`src/rtl/uart_tx_fifo.sv`:
```
// uart_tx_fifo
//   UART transmitter that pulls words from an upstream show-ahead FIFO and
//   serialises them as 1 start bit, DATA_SIZE data bits (LSB first) and a
//   stop bit of SB_TICKS oversample ticks. One oversample tick is DVSR clk
//   cycles and every start/data bit lasts 16 ticks.
//
// Parameters
//   DATA_SIZE  data bits per frame / width of fifo_data
//   DVSR       clk cycles per oversample tick
//   SB_TICKS   stop-bit length in ticks (16 = 1 stop bit, 32 = 2 stop bits, max 64)
//
// Ports
//   clk           in   clock, rising edge
//   reset         in   asynchronous, active-low reset
//   fifo_empty    in   upstream FIFO holds no word
//   fifo_data     in   head-of-FIFO word, valid whenever fifo_empty=0
//   fifo_rd       out  one-cycle pop strobe to the upstream FIFO
//   tx            out  serial line, idle high, driven from a flop
//   tx_busy       out  frame in progress (FSM not in IDLE)
//   tx_done_tick  out  one-cycle pulse on the last tick of the stop bit
module uart_tx_fifo #(
    parameter int DATA_SIZE = 8,
    parameter int DVSR      = 163,
    parameter int SB_TICKS  = 16
) (
    input  logic                 clk,
    input  logic                 reset,
    input  logic                 fifo_empty,
    input  logic [DATA_SIZE-1:0] fifo_data,
    output logic                 fifo_rd,
    output logic                 tx,
    output logic                 tx_busy,
    output logic                 tx_done_tick
);

    // Degenerate parameter values (DVSR=1, DATA_SIZE=1) would give zero-width
    // counters, so keep at least one bit.
    localparam int BW = (DVSR > 1)      ? $clog2(DVSR)      : 1;
    localparam int NW = (DATA_SIZE > 1) ? $clog2(DATA_SIZE) : 1;

    localparam logic [BW-1:0] BAUD_LAST = BW'(DVSR - 1);
    localparam logic [NW-1:0] N_LAST    = NW'(DATA_SIZE - 1);
    localparam logic [5:0]    S_BIT_LAST  = 6'd15;
    localparam logic [5:0]    S_STOP_LAST = 6'(SB_TICKS - 1);

    typedef enum logic [1:0] {
        IDLE  = 2'd0,
        START = 2'd1,
        DATA  = 2'd2,
        STOP  = 2'd3
    } state_t;

    state_t               state;
    logic [BW-1:0]        baud;
    logic [5:0]           s;
    logic [NW-1:0]        n;
    logic [DATA_SIZE-1:0] shreg;
    logic [DATA_SIZE-1:0] shreg_nxt;
    logic                 tx_q;
    logic                 tick;

    assign tick      = (baud == BAUD_LAST);
    assign shreg_nxt = shreg >> 1;

    // Pop is decoded from the registered state so the pop and the load of
    // fifo_data land on the same edge. Gating with reset keeps the strobe low
    // while reset is held even if the FIFO already has data.
    assign fifo_rd      = reset && (state == IDLE) && !fifo_empty;
    assign tx_busy      = (state != IDLE);
    assign tx_done_tick = (state == STOP) && tick && (s == S_STOP_LAST);
    assign tx           = tx_q;

    always_ff @(posedge clk or negedge reset) begin
        if (!reset) begin
            state <= IDLE;
            baud  <= '0;
            s     <= '0;
            n     <= '0;
            shreg <= '0;
            tx_q  <= 1'b1;
        end else begin
            // Baud counter is held at 0 in IDLE so the first tick of a frame
            // comes exactly DVSR cycles after leaving IDLE.
            if (state == IDLE || tick)
                baud <= '0;
            else
                baud <= baud + 1'b1;

            case (state)
                IDLE: begin
                    s    <= '0;
                    n    <= '0;
                    tx_q <= 1'b1;
                    if (!fifo_empty) begin
                        shreg <= fifo_data;
                        tx_q  <= 1'b0;
                        state <= START;
                    end
                end

                START: begin
                    if (tick) begin
                        if (s == S_BIT_LAST) begin
                            s     <= '0;
                            n     <= '0;
                            tx_q  <= shreg[0];
                            state <= DATA;
                        end else begin
                            s <= s + 6'd1;
                        end
                    end
                end

                DATA: begin
                    if (tick) begin
                        if (s == S_BIT_LAST) begin
                            s     <= '0;
                            shreg <= shreg_nxt;
                            if (n == N_LAST) begin
                                tx_q  <= 1'b1;
                                state <= STOP;
                            end else begin
                                n    <= n + 1'b1;
                                // Next data bit is the new LSB after the shift.
                                tx_q <= shreg_nxt[0];
                            end
                        end else begin
                            s <= s + 6'd1;
                        end
                    end
                end

                STOP: begin
                    if (tick) begin
                        if (s == S_STOP_LAST) begin
                            s     <= '0;
                            state <= IDLE;
                        end else begin
                            s <= s + 6'd1;
                        end
                    end
                end

                default: state <= IDLE;
            endcase
        end
    end

endmodule

```
`config.mk`:
```
export PLATFORM = sky130hd
export DESIGN_NAME = uart_tx_fifo
export DESIGN_NICKNAME = d
export VERILOG_FILES = /design/src/rtl/uart_tx_fifo.sv
export SDC_FILE = /design/constraint.sdc
export NUM_CORES = 1
export LEC_CHECK = 0
export CAP_MARGIN = 20
export CORE_MARGIN = 4
export CORE_UTILIZATION = 45
export DETAILED_ROUTE_END_ITERATION = 8
export PLACE_DENSITY = 0.65
export SKIP_LAST_GASP = 1
export SYNTH_ARGS = -nofsm -noshare
export SYNTH_HDL_FRONTEND = slang
export SYNTH_SLANG_ARGS = --single-unit
```
`constraint.sdc`:
```
create_clock -name clk -period 2.55 [get_ports clk]
set_clock_uncertainty 0.05 [all_clocks]
set_input_delay 0.765 -clock clk [delete_from_list [all_inputs] [get_ports clk]]
set_output_delay 0.765 -clock clk [all_outputs]
set_load 0.02 [all_outputs]
```
==> Flow_metrics.wiki <==
{| class="wikitable"
! Metric !! Value
|-
| Final Non-Filler Cells || 229
|-
| EDFF count, synth || 0
|-
| Commonest non-fill, non-tap cells in the layout || dfrtp_1, nor2_1, nand3_1, buf_4, nand2_1
|-
| Element type at the critical path end || primary output
|-
| Avg Inst Size Synth || 10.24 um2
|-
| Worst slack after detailed placement || -0.3279 ns
|-
| Final hold violation count || 0
|-
| Multi-input combinational cell area || roughly 850 um2
|-
| Fraction of layout instances using a drive strength above 1 || 0.1749
|-
| Final weighted congestion in routability-driven placement || 0.7822
|-
| Count of max-cap constraint violations || 0
|-
| Worst vdd ir || 0.0005599 V
|-
| Initial antenna violation count || 0
|-
| Share of async-settable or async-resettable flops after synthesis || 1.000
|-
| Flops & latches, synth || 28
|-
| Rel. slew slack || 0.6437
|-
| Source of the critical timing path || fifo_empty
|-
| Filler cell count in the final layout || around 340
|-
| # nets final || 205
|-
| Post-Synthesis Cells || approximately 160
|-
| Clk buf depth || 2
|-
| Final number of setup-violating endpoints || 0
|-
| Result of the run || finished clean
|-
| Wire length of the first global-routing pass || ~5400 um
|-
| Vertical extent of the die || 67.40 um
|-
| P_leak || 0.9099 nW
|-
| Starting utilization of the core area || 0.4721
|-
| Number of global-route vias before repair || roughly 1300
|-
| Number of port buffers || 14
|-
| Sequential area share after synthesis || 0.4421
|-
| Number of nets in the synthesized netlist || about 180
|-
| Drt first pass iters || 4
|-
| Max Fanout on Critical Path || 2
|-
| Vias after detailed routing || 1246
|-
| Maximum frequency from static timing analysis || 412.9 MHz
|-
| Pins Over Slew Limit || 0
|-
| Final period demand of the worst path || 2.422 ns
|-
| Post-route ant nets || 0
|-
| Distinct cells, synth || 38
|-
| Worst EP arrival || between 1.5 and 2 ns
|-
| Unrepaired setup endpoints after global routing || no
|-
| Number of buffers added by the clock tree synthesis step || 3
|-
| Area grow syn2layout || 19.78%
|-
| Die X-Extent || 67.40 um
|-
| Prevailing post-synth register cell || dfrtp_1
|-
| DRC viols || 0
|-
| Leading cell type in the layout, fill and taps excluded || dfrtp_1
|-
| Area of all sequential standard cells || about 700 um2
|-
| Path type of the worst min-delay path || flop to flop
|-
| Area of the die || 4543 um2
|-
| Clock-pin slew reported for the worst setup and hold paths after clock tree synthesis || 0.15 ns
|-
| Routed Wire Length || 3127 um
|-
| Data required, critical path || 1.74 ns
|-
| Launch point of the worst hold path || s[3]$_DFFE_PN0P_
|-
| CTS tree || done
|-
| Final setup margin || 0.1282 ns
|-
| Number of placed instances with taps included || 224
|-
| Cell at the root of the clock tree || clkbuf_4
|-
| H-Tree Level Count || 1
|-
| Cts hold-fix bufs || 0
|-
| Global Route Usage Sum || 0.1549
|-
| Beginning of the worst register-to-register path || state[1]$_DFFE_PN0P_
|-
| Pin count of the biggest net entering global routing || 29
|-
| Clk sink count || 28
|-
| Total inserted antenna cells || 0
|-
| Number of warning messages in the yosys log || 0
|-
| Global route overflow || 0
|-
| Io pins || 15
|-
| Synthesized area || 1588 um2
|-
| Core Area || 3363 um2
|-
| Final Cycle Share || 0.9497
|-
| Slew at the pin closest to its max-slew limit || ~0.53 ns
|-
| DPL Wire Length || 2305 um
|-
| Ratio of total power to cell area || 955.6 nW/um2
|-
| Average wire length per cell after detail routing || 13.66 um
|-
| Clock insertion delay at the later pin of the skew report || roughly 0.33 ns
|-
| Critical setup path kind || input pin to primary output
|-
| Critical path startpoint category || input pin
|-
| Cell row count || 21
|-
| Starting DRC count in detailed routing || between 60 and 70
|-
| Vias per inst || roughly 5.4
|}
## synthesized netlist by cell type, drive strengths merged (3+ instances only)
cell type / number / area share
a21oi: 4 / 0.013
dfrtp: 27 / 0.43
nand3: 15 / 0.047
ha: 10 / 0.079
inv: 5 / 0.012
nand2: 15 / 0.037
o21ai: 3 / 0.0095
xor2: 6 / 0.033
a221o: 8 / 0.050
and3: 3 / 0.012
a22o: 3 / 0.017
mux2: 3 / 0.024
mux2i: 8 / 0.050
nor2: 19 / 0.045
## power by group
group          total [mW]  leakage (nW)  switching, mW  internal, mW
Sequential          0.652         0.363         0.0789         0.573
Combinational       0.942         0.526          0.481         0.461
Clock               0.223        0.0210          0.136        0.0874
Total                1.82         0.910          0.696          1.12
## final timing paths
check / slack [ns] / end / cells past startpoint
hold reg to reg: 0.48 / s[3]$_DFFE_PN0P_ / 1
hold / removal: 0.48 / s[3]$_DFFE_PN0P_ / 1
setup / recovery: 0.13 / fifo_rd / 3
min in group asynchronous: 0.78 / state[0]$_DFFE_PN0P_ / 2
setup reg to reg: 0.52 / state[1]$_DFFE_PN0P_ / 5
max in group asynchronous: 1.36 / tx$_DFFE_PN1P_ / 2
## layout make-up
class                           instances  share of cell area
Clock buffer                            4             0.01908
Tap cell                               46             0.03026
Inverter                                5            0.009868
Sequential cell                        28              0.3691
Multi-Input combinational cell        118              0.4454
Timing Repair Buffer                   28              0.1263
## layer usage
layer,global-route usage,wire length [um],vias up
met2,0.2663,1553,6
li1,-,-,617
met1,0.2000,1503,621
met4,0.05316,14,0
met3,0.01997,55,2
met5,0,0,-
## critical path, cell delays in order
cell	delay (ns)
clkdlybuf4s50_1	0.46
nor3b_1	0.19
buf_2	0.19
## per-stage QoR
stage / TNS [ns] / utilization / hold WS, ns / power [mW] / cell area [um2]
2_1_floorplan: 0 / - / 0.4169 / 1.283 / 1588
3_3_place_gp: -0.3459 / 0.5532 / 0.4396 / 1.573 / 1861
3_5_place_dp: -0.3399 / 0.5532 / 0.4371 / 1.609 / 1861
4_1_cts: 0 / 0.5629 / 0.4739 / 1.836 / 1893
5_1_grt: 0 / 0.5655 / 0.4975 / 1.983 / 1902
6_report: 0 / 0.5655 / 0.4823 / 1.817 / 1902
## kinds of logic after synthesis
group / after synthesis / synth area share
fa+ha+maj: 10 / 0.07880
simple gates: 65 / 0.2175
flops: 28 / 0.4421
compound gates: 24 / 0.1174
buf+inv: 9 / 0.02600
mux: 11 / 0.07407
xor+xnor: 8 / 0.04413
## registers in the layout, indices dropped and copies added (netlist names)
| register | count |
|---|---|
| shreg | 8 |
| n | 3 |
| baud | 8 |
| state | 2 |
| tx | 1 |
| s | 6 |
## repair_timing
action,in CTS,in global routing
gates resized for setup,9,4
endpoints found under the setup margin,2,3
setup buffers,0,1
Note: power is estimated with default switching activity, not from simulation.
